--- src/rtl/lfsr_share_arbiter.sv ---
// lfsr_share_arbiter
//   Shares one Galois LFSR word source among NUM_REQ requesters. A round-robin arbiter
//   grants one requester per transfer over a valid/ready handshake. Every accepted
//   transfer advances the LFSR by one step, so no two grants see the same word. Seed
//   writes arriving while an offer is stalled are held as pending until that offer is
//   accepted, so a reload never changes a word already on offer.
//
// Optional build macro: LFSR_SHARE_WRAP_DET_EN
//   Defined   - a WIDTH+1-bit step counter is built, and wrap_pulse flags a step that
//               returns the LFSR to the last loaded seed.
//   Undefined - no counter is built; wrap_pulse is tied low.
//
// Ports
//   clk          in   clock, all state on rising edge
//   reset        in   synchronous, active-high reset
//   req          in   [NUM_REQ] level request per requester
//   seed_we      in   seed write strobe
//   seed_data    in   [WIDTH] seed value (zero is replaced by SEED)
//   out_ready    in   consumer accepts the current offer
//   out_valid    out  offer valid
//   out_gnt      out  [NUM_REQ] one-hot grant, zero when no offer
//   out_data     out  [WIDTH] offered LFSR word
//   seed_pending out  a seed is captured and waits for the current offer's accept
//   wrap_pulse   out  one-cycle pulse when a step reproduces the last loaded seed
module lfsr_share_arbiter #(
  parameter int unsigned      NUM_REQ = 4,
  parameter int unsigned      WIDTH   = 5,
  parameter logic [WIDTH-1:0] TAPS    = 5'h14,
  parameter logic [WIDTH-1:0] SEED    = 5'h01
) (
  input  logic               clk,
  input  logic               reset,
  input  logic [NUM_REQ-1:0] req,
  input  logic               seed_we,
  input  logic [WIDTH-1:0]   seed_data,
  input  logic               out_ready,
  output logic               out_valid,
  output logic [NUM_REQ-1:0] out_gnt,
  output logic [WIDTH-1:0]   out_data,
  output logic               seed_pending,
  output logic               wrap_pulse
);

  localparam int unsigned IdxW = (NUM_REQ > 1) ? $clog2(NUM_REQ) : 1;

  typedef logic [IdxW-1:0] idx_t;
  typedef logic [IdxW:0]   idx_ext_t;

  localparam idx_ext_t NumReqExt = idx_ext_t'(NUM_REQ);

  typedef struct packed {
    logic found;
    idx_t idx;
  } arb_t;

  typedef enum logic [0:0] {StIdle, StOffer} state_e;

  // First requester at or after ptr, wrapping around.
  function automatic arb_t arbitrate(input logic [NUM_REQ-1:0] r, input idx_t ptr);
    arb_t     res;
    idx_ext_t k;
    res = '0;
    for (int unsigned i = 0; i < NUM_REQ; i++) begin
      k = idx_ext_t'(ptr) + idx_ext_t'(i);
      if (k >= NumReqExt) k = k - NumReqExt;
      if (!res.found && r[k[IdxW-1:0]]) begin
        res.found = 1'b1;
        res.idx   = k[IdxW-1:0];
      end
    end
    return res;
  endfunction

  function automatic idx_t next_ptr(input idx_t i);
    return (i == idx_t'(NUM_REQ - 1)) ? '0 : idx_t'(i + 1'b1);
  endfunction

  function automatic logic [NUM_REQ-1:0] onehot(input idx_t i);
    return {{(NUM_REQ-1){1'b0}}, 1'b1} << i;
  endfunction

  function automatic logic [WIDTH-1:0] lfsr_step(input logic [WIDTH-1:0] l);
    return (l >> 1) ^ (l[0] ? TAPS : '0);
  endfunction

  state_e             state_q, state_d;
  logic [WIDTH-1:0]   lfsr_q, lfsr_d;
  logic [WIDTH-1:0]   last_seed_q, last_seed_d;
  idx_t               rr_ptr_q, rr_ptr_d;
  idx_t               gnt_idx_q, gnt_idx_d;
  logic [NUM_REQ-1:0] out_gnt_q, out_gnt_d;
  logic [WIDTH-1:0]   out_data_q, out_data_d;
  logic               pend_q, pend_d;
  logic [WIDTH-1:0]   pend_seed_q, pend_seed_d;

  logic [WIDTH-1:0]   seed_fix;
  logic               accept;
  idx_t               ptr_acc;
  arb_t               arb_idle, arb_acc;

  // The LFSR must never hold zero; a zero write falls back to the reset seed.
  assign seed_fix = (seed_data == '0) ? SEED : seed_data;
  assign accept   = (state_q == StOffer) && out_ready;
  assign ptr_acc  = next_ptr(gnt_idx_q);

  always_comb begin
    state_d     = state_q;
    lfsr_d      = lfsr_q;
    last_seed_d = last_seed_q;
    rr_ptr_d    = rr_ptr_q;
    gnt_idx_d   = gnt_idx_q;
    out_gnt_d   = out_gnt_q;
    out_data_d  = out_data_q;
    pend_d      = pend_q;
    pend_seed_d = pend_seed_q;
    arb_idle    = arbitrate(req, rr_ptr_q);
    arb_acc     = arbitrate(req, ptr_acc);

    unique case (state_q)
      StIdle: begin
        if (seed_we) begin
          // Seed write wins over a request: no offer this cycle.
          lfsr_d      = seed_fix;
          last_seed_d = seed_fix;
        end else if (arb_idle.found) begin
          state_d    = StOffer;
          gnt_idx_d  = arb_idle.idx;
          out_gnt_d  = onehot(arb_idle.idx);
          out_data_d = lfsr_q;
        end
      end
      StOffer: begin
        if (out_ready) begin
          rr_ptr_d = ptr_acc;
          if (seed_we) begin
            // A fresh write beats both the step and any older pending seed.
            lfsr_d      = seed_fix;
            last_seed_d = seed_fix;
            pend_d      = 1'b0;
          end else if (pend_q) begin
            lfsr_d      = pend_seed_q;
            last_seed_d = pend_seed_q;
            pend_d      = 1'b0;
          end else begin
            lfsr_d = lfsr_step(lfsr_q);
          end
          if (arb_acc.found) begin
            gnt_idx_d  = arb_acc.idx;
            out_gnt_d  = onehot(arb_acc.idx);
            out_data_d = lfsr_d;
          end else begin
            state_d   = StIdle;
            out_gnt_d = '0;
          end
        end else if (seed_we) begin
          pend_d      = 1'b1;
          pend_seed_d = seed_fix;
        end
      end
      default: state_d = StIdle;
    endcase
  end

  always_ff @(posedge clk) begin
    if (reset) begin
      state_q     <= StIdle;
      lfsr_q      <= SEED;
      last_seed_q <= SEED;
      rr_ptr_q    <= '0;
      gnt_idx_q   <= '0;
      out_gnt_q   <= '0;
      out_data_q  <= '0;
      pend_q      <= 1'b0;
      pend_seed_q <= '0;
    end else begin
      state_q     <= state_d;
      lfsr_q      <= lfsr_d;
      last_seed_q <= last_seed_d;
      rr_ptr_q    <= rr_ptr_d;
      gnt_idx_q   <= gnt_idx_d;
      out_gnt_q   <= out_gnt_d;
      out_data_q  <= out_data_d;
      pend_q      <= pend_d;
      pend_seed_q <= pend_seed_d;
    end
  end

  assign out_valid    = (state_q == StOffer);
  assign out_gnt      = out_gnt_q;
  assign out_data     = out_data_q;
  assign seed_pending = pend_q;

`ifdef LFSR_SHARE_WRAP_DET_EN
  localparam logic [WIDTH:0] CntSat = {1'b1, {WIDTH{1'b0}}};

  logic           load, step;
  logic [WIDTH:0] cnt_q, cnt_d;
  logic           wrap_q, wrap_d;

  assign load = ((state_q == StIdle) && seed_we) || (accept && (seed_we || pend_q));
  assign step = accept && !seed_we && !pend_q;

  always_comb begin
    cnt_d = cnt_q;
    if (load) begin
      cnt_d = '0;
    end else if (step && (cnt_q != CntSat)) begin
      cnt_d = cnt_q + 1'b1;
    end
    // The first step after a load can never land back on the seed.
    wrap_d = step && (cnt_q != '0) && (lfsr_d == last_seed_q);
  end

  always_ff @(posedge clk) begin
    if (reset) begin
      cnt_q  <= '0;
      wrap_q <= 1'b0;
    end else begin
      cnt_q  <= cnt_d;
      wrap_q <= wrap_d;
    end
  end

  assign wrap_pulse = wrap_q;
`else
  assign wrap_pulse = 1'b0;
`endif

endmodule

--- config.mk ---
export PLATFORM = sky130hd
export DESIGN_NAME = lfsr_share_arbiter
export DESIGN_NICKNAME = d
export VERILOG_FILES = /design/src/rtl/lfsr_share_arbiter.sv
export SDC_FILE = /design/constraint.sdc
export NUM_CORES = 1
export LEC_CHECK = 0
export CAP_MARGIN = 20
export CORE_ASPECT_RATIO = 1.75
export CORE_MARGIN = 2
export CORE_UTILIZATION = 52
export CTS_BUF_LIST = sky130_fd_sc_hd__clkbuf_16
export DETAILED_ROUTE_END_ITERATION = 16
export HOLD_SLACK_MARGIN = 0.02
export MAX_ROUTING_LAYER = met4
export PLACE_DENSITY = 0.89
export SLEW_MARGIN = 20
export SYNTH_ARGS = -nofsm -noshare
export SYNTH_HDL_FRONTEND = slang
export SYNTH_SLANG_ARGS = --single-unit
--- constraint.sdc ---
create_clock -name clk -period 1.7 [get_ports clk]
set_input_delay 0.34 -clock clk [delete_from_list [all_inputs] [get_ports clk]]
set_output_delay 0.34 -clock clk [all_outputs]
set_load 0.02 [all_outputs]
==> run summary, run 1 <==
Final HPWL DP - 2960 um
Later-pin clock latency in the skew report - 0.26 ns
Crit path time final - 1.67 ns
Area Overhead vs Synth - 36.7%
Setup crit start kind - flip-flop
Clock power share - 30.8%
Maximum vdd drop - 566 uV
Crit path capture type - flip-flop
Die width - 44.5 um
Max-cap violations - 0
Worst-path clk slew - 0.06 ns
Critical path class - flip-flop to flip-flop
Pre-antenna DRT Iters - 4
# IOs - 25
FMAX - 597 MHz
GPL Wtd Cong - 0.917
Synth Register Bits - 25
Area of the core - 2720 sq um
Ant diodes - 0
Antenna viol nets, final - 0
First-pass GRT wire length - 6620 um
Critical Path RT - 1.88 ns
Hold_ws - 0.490 ns
M1 WL - 1470 um
Period Utilization, post-route - 98.5%
Synth Flop Type - dfxtp_1
Post-Route WL - 4190 um
Most frequent cell after synthesis - nor2_1
Post-synth top area share - 33.6%
CP Max Fanout - 5
DIE AREA - 3330 sq um
CTS sink cnt - 25
Total GRT Usage - 27.3%
Post-synth EDFFs - 0
Sw power - 0.514 mW
Ys async rst share - 0%
DR WL/cell - 16.6 um
Vias per Instance - 6.09
Htree depth - 1
Distinct cells, synth - 48
Ys Warns - 0
Wire length on met2 - 2450 um
Initial antenna violation count - 0
Drc violations - 0
Vias post-DR - 1535
Area after DPL - 1880 sq um
PortBufs - 23
Final Hold Vio Count - 0
Top cells by instance count after synthesis - nor2_1, dfxtp_1, a21oi_1
Register area share after synthesis - 33.6%
Syn Nets - 197
Clock buffer depth - 2
Outcome - completed
Mean area per synthesized cell - 8.15 sq um
Largest net degree at the start of global routing - 26
Synthesized instance count - 183
Final Setup Violations - 0
Top routing layer in use - met4
Final Instance Area - 2040 sq um
RSZ-0062 raised after global routing - yes
Worst Hold Class - flip-flop to flip-flop
Power Dens Cells - 839 nW/um^2
Cell Area, Synth - 1490 sq um
Internal power - 1.20 mW
# nets final - 240
Crit path arrival time - 1.85 ns
Clk_skew - 0.00438 ns
Vias in the first global route - 1562
Cell taking the most area after synthesis - dfxtp_1
TritonCTS clock tree - built
DRT iter0 DRCs - 55
Final Max Tran Viols - 0
Comb power frac - 29.9%
GRT overflow - 0
CTS root buffer - clkbuf_16
Num CTS Buffers - 3
Seq pwr share - 39.4%
Static Leak - 0.845 nW
Fraction of layout cells with a size suffix above 1 - 23.6%
Placement Rows - 25
Sw frac - 30.1%
Met3 wire len - 144 um
Die Ht - 74.8 um
Initial Util - 54.8%
Top cells by area, synth - dfxtp_1, nor2_1, a21oi_1, mux2i_1, nand2b_1
-- final timing paths --
kind,startpoint,endpoint,slack (ns),depth (start not counted)
setup / recovery,gnt_idx_q[1]$_SDFFE_PP0P_,gnt_idx_q[1]$_SDFFE_PP0P_,0.03,6
hold / removal,pend_seed_q[0]$_SDFFE_PP0P_,pend_seed_q[0]$_SDFFE_PP0P_,0.49,2
setup reg to reg,gnt_idx_q[1]$_SDFFE_PP0P_,gnt_idx_q[1]$_SDFFE_PP0P_,0.03,6
hold reg to reg,pend_seed_q[0]$_SDFFE_PP0P_,pend_seed_q[0]$_SDFFE_PP0P_,0.49,2
-- per-layer routing --
metal	GRT usage (%)	up-vias
li1	-	733
met1	25.9	733
met2	50.9	57
met3	2.88	12
met4	15.2	0
met5	-	-
-- cells in the final DEF, fill, tap and decap left out, types with 2 or more instances in the layout --
cell,Yosys,final
buf_12,0,2
nand2_1,13,13
clkbuf_16,0,3
a211oi_2,1,2
nor2b_1,3,3
a211oi_1,7,6
mux2_2,2,2
a21oi_4,1,2
nor3_1,5,4
nor2_1,29,29
a31oi_1,3,3
o21ai_0,4,4
dfxtp_1,25,25
nor4_2,1,2
a311oi_2,2,2
nand2b_1,9,9
dlygate4sd2_1,0,5
nor3_2,1,2
or2_1,2,2
a21oi_1,18,17
mux2i_1,9,9
inv_1,2,2
or3_1,2,2
clkdlybuf4s50_1,0,17
buf_4,3,26
o211ai_1,5,5
o21bai_1,2,2
-- repair_timing --
item                                    4_1_cts  5_1_grt
endpoints found under the hold margin         0        0
setup buffers                                 1        2
resized for setup                             6        9
pin swaps                                     1        2
endpoints found under the setup margin       12        7
cloned                                        0        0
hold buffers                                  0        0
-- final cells by class --
class | instances | area (sq um)
clock inverter | 1 | 7.51
fill | 196 | 682
timing repair buffer | 51 | 462
tap | 27 | 33.8
clock buffer | 3 | 75.1
sequential | 25 | 500
inverter | 3 | 11.3
multi-input combinational | 142 | 950
-- power by group through the flow --
stage / Clock (mW) / Combinational, mW / Sequential, mW
global route: 0.552 / 0.551 / 0.676
finish: 0.526 / 0.511 / 0.673
global placement: 0 / 0.457 / 0.679
CTS: 0.535 / 0.474 / 0.671
detailed placement: 0 / 0.470 / 0.683
floorplan: 0 / 0.260 / 0.703
-- stage by stage --
stage	std cells	total power [mW]	util [%]	TNS, ns	worst slack [ns]
6_report	252	1.71	74.9	0	0.0255
5_1_grt	252	1.78	74.9	-0.0653	-0.0324
4_1_cts	250	1.68	72.5	0	0.00696
3_5_place_dp	245	1.15	69.1	-4.26	-0.367
3_3_place_gp	245	1.14	69.1	-3.55	-0.353
2_1_floorplan	183	0.963	-	0	0.158
-- sequential cells by signal (all words and copies together), names as in the netlist --
register / count
out_valid: 1
out_data: 5
lfsr_q: 5
seed_pending: 1
out_gnt: 4
gnt_idx_q: 2
rr_ptr_q: 2
pend_seed_q: 5
-- critical path: stages (launching register included) --
cell and delay [ns]:
dfxtp_1 0.35, ha_2 0.32, a21oi_2 0.15, nor4_2 0.05, nor3_2 0.36, mux2i_1 0.12, a211oi_1 0.24
-- cells by family (layout without fill, tap and decap cells) --
| logic type | count (synthesis) | count (layout) | share of synthesized area, % |
|---|---|---|---|
| AND/OR/NAND/NOR | 74 | 74 | 25.9 |
| AO/OA/AOI/OAI | 54 | 54 | 25.6 |
| flip-flops | 25 | 25 | 33.6 |
| buffers and inverters | 16 | 58 | 5.70 |
| multiplexers | 11 | 11 | 7.55 |
| adder cells (fa/ha/maj) | 1 | 1 | 0.839 |
| other | 1 | 1 | 0.251 |
| XOR/XNOR | 1 | 1 | 0.587 |
Note: power is estimated with default switching activity, not from simulation.
==> run 2, diff against run 1 <==
Settings changed: CORE_UTILIZATION 52 to 47, PLACE_DENSITY 0.89 to 0.86, REMOVE_ABC_BUFFERS set to 1.
Clock period 1.7 ns to 1.45 ns, I/O delays scaled along.
==> run summary, run 2 (same netlist as run 1, synthesis figures left out) <==
Worst-path clk slew - 0.07 ns (about the same)
Hold Crit Start - out_data[2]$_SDFFE_PP0P_
Power Dens Cells - 918 nW/um^2 (+9.5%)
# IOs - 25 (unchanged)
Vias in the first global route - 1650 (+5.6%)
Commonest non-fill, non-tap cell in the layout - buf_4
# nets final - 263 (+9.6%)
Wire length on met2 - 2830 um (+16%)
Vias per Instance - 5.82 (-4.5%)
Placement Rows - 27 (+8.0%)
Initial antenna violation count - 0 (unchanged)
Min-Delay Endpoint - out_data[2]$_SDFFE_PP0P_
Reg2reg path depth - 7 (+1)
Crit path capture type - flip-flop
Worst hold stages - 2 (unchanged)
Post-route setup slack - -0.114 ns (-0.139 ns)
Final HPWL DP - 3090 um (+4.4%)
Fraction of layout cells with a size suffix above 1 - 39.5% (+16 points)
DIE AREA - 3660 sq um (+9.9%)
DRT iter0 DRCs - 56 (+1.8%)
GPL Wtd Cong - 0.924 (+0.72%)
CTS sink cnt - 25 (unchanged)
Vias post-DR - 1693 (+10%)
Final Setup Violations - 5 (+5)
RR Endpoint - gnt_idx_q[0]$_SDFFE_PP0P_
Reg area - 508 sq um (+1.5%)
Htree depth - 1 (unchanged)
Critical Path RT - 1.64 ns (-0.24 ns)
PortBufs - 23 (unchanged)
TritonCTS clock tree - built
RSZ-0062 raised after global routing - yes
M1 WL - 1680 um (+14%)
Final Hold Vio Count - 0 (unchanged)
# hold bufs at CTS - 0 (unchanged)
# fillers - 190 (-3.1%)
Die width - 46.6 um (+4.7%)
Period Utilization, post-route - 108% (+9.3 points)
Worst Hold Class - flip-flop to flip-flop
Post-Route WL - 4880 um (+17%)
Drc violations - 0 (unchanged)
Outcome - finished, violations left
Ant diodes - 0 (unchanged)
Final Instance Area - 2350 sq um (+15%)
Area Overhead vs Synth - 57.5%
Initial Util - 48.5% (-6.3 points)
Multi-input gate area - 1090 sq um (+15%)
Pre-antenna DRT Iters - 4 (unchanged)
Total GRT Usage - 28.6% (+1.3 points)
Most frequent cells in the layout - buf_4, nor2_1, dfxtp_1
Clock buffer depth - 2 (unchanged)
Antenna viol nets, final - 0 (unchanged)
Met3 wire len - 171 um (+19%)
Reg2reg start - gnt_idx_q[0]$_SDFFE_PP0P_
Hold_ws - 0.476 ns (-0.0136 ns)
CP Max Fanout - 5 (unchanged)
Reg2reg setup slack - -0.11 ns (-0.14 ns)
Num CTS Buffers - 3 (unchanged)
Area of the core - 3070 sq um (+13%)
DR WL/cell - 16.8 um (+1.0%)
Later-pin clock latency in the skew report - 0.27 ns (about the same)
Fin cells - 291 (+15%)
Failing checks - setup timing
First-pass GRT wire length - 7430 um (+12%)
Final Max Tran Viols - 0 (unchanged)
Clk_skew - 0.00626 ns (+0.00187 ns)
Crit path time final - 1.56 ns (-0.111 ns)
CTS root buffer - clkbuf_16
Top routing layer in use - met4
GRT overflow - 0 (unchanged)
DP Cell Count - 280 (+14%)
Die Ht - 78.5 um (+4.9%)
Crit path arrival time - 1.75 ns (-0.10 ns)
Maximum vdd drop - 930 uV (+64%)
Final setup TNS - -0.407 ns (-0.407 ns)
Area after DPL - 2030 sq um (+8.0%)
FMAX - 640 MHz (+7.1%)
Max-cap violations - 0 (unchanged)
Static Leak - 1.05 nW (+24%)
Critical path class - flip-flop to flip-flop
Largest net degree at the start of global routing - 15 (-42%)
Setup crit start kind - flip-flop
Setup WS pre-CTS - -0.542 ns (-0.175 ns)
run 2: final cells by class:
type                            count  share of cell area, %
Timing Repair Buffer               73                   25.8
Clock buffer                        3                   3.20
Clock inverter                      1                  0.213
Sequential cell                    25                   21.6
Inverter                            3                  0.479
Tap cell                           43                   2.29
Multi-Input combinational cell    143                   46.4
run 2: metrics by stage:
step / power [mW] / util [%]
final: 2.16 / 76.4
after global routing: 2.23 / 76.4
after CTS: 2.08 / 72.9
after detailed placement: 1.40 / 66.1
after global placement: 1.38 / 66.1
after floorplan: 1.09 / -
run 2: layer usage:
metal	track usage, %	vias up
li1	-	786
met2	50.1	67
met1	27.2	821
met4	16.9	0
met3	4.60	19
met5	-	-
run 2: repair_timing:
item | CTS | global route
gates cloned | 0 | 1
pin swaps | 17 | 15
endpoints found under the setup margin | 32 | 20
buffers inserted | 2 | 4
gates resized for setup | 48 | 23
run 2: worst max-delay path by stage:
stage,from,end,slack [ns],cells past startpoint
floorplan,out_valid$_SDFF_PP0_,out_data[1]$_SDFFE_PP0P_,-0.30,4
global placement,req[1],out_gnt[0]$_SDFFE_PP0P_,-0.47,7
detailed placement,req[1],gnt_idx_q[0]$_SDFFE_PP0P_,-0.54,7
CTS,gnt_idx_q[0]$_SDFFE_PP0P_,gnt_idx_q[0]$_SDFFE_PP0P_,-0.06,7
global route,gnt_idx_q[0]$_SDFFE_PP0P_,gnt_idx_q[0]$_SDFFE_PP0P_,-0.15,7
finish,gnt_idx_q[0]$_SDFFE_PP0P_,gnt_idx_q[0]$_SDFFE_PP0P_,-0.11,7
run 2: where the power goes:
part / total (mW) / leakage, nW / switching (mW) / internal [mW]
Sequential: 0.792 / 0.207 / 0.0484 / 0.743
Combinational: 0.739 / 0.800 / 0.380 / 0.359
Clock: 0.626 / 0.0409 / 0.253 / 0.372
run 2: critical path: stages, from the launching register on:
cell      delay, ns
dfxtp_2        0.34
ha_4           0.28
buf_6          0.12
nor2_4         0.04
a21oi_4        0.17
and4b_4        0.31
nor2_4         0.04
a211oi_2       0.17
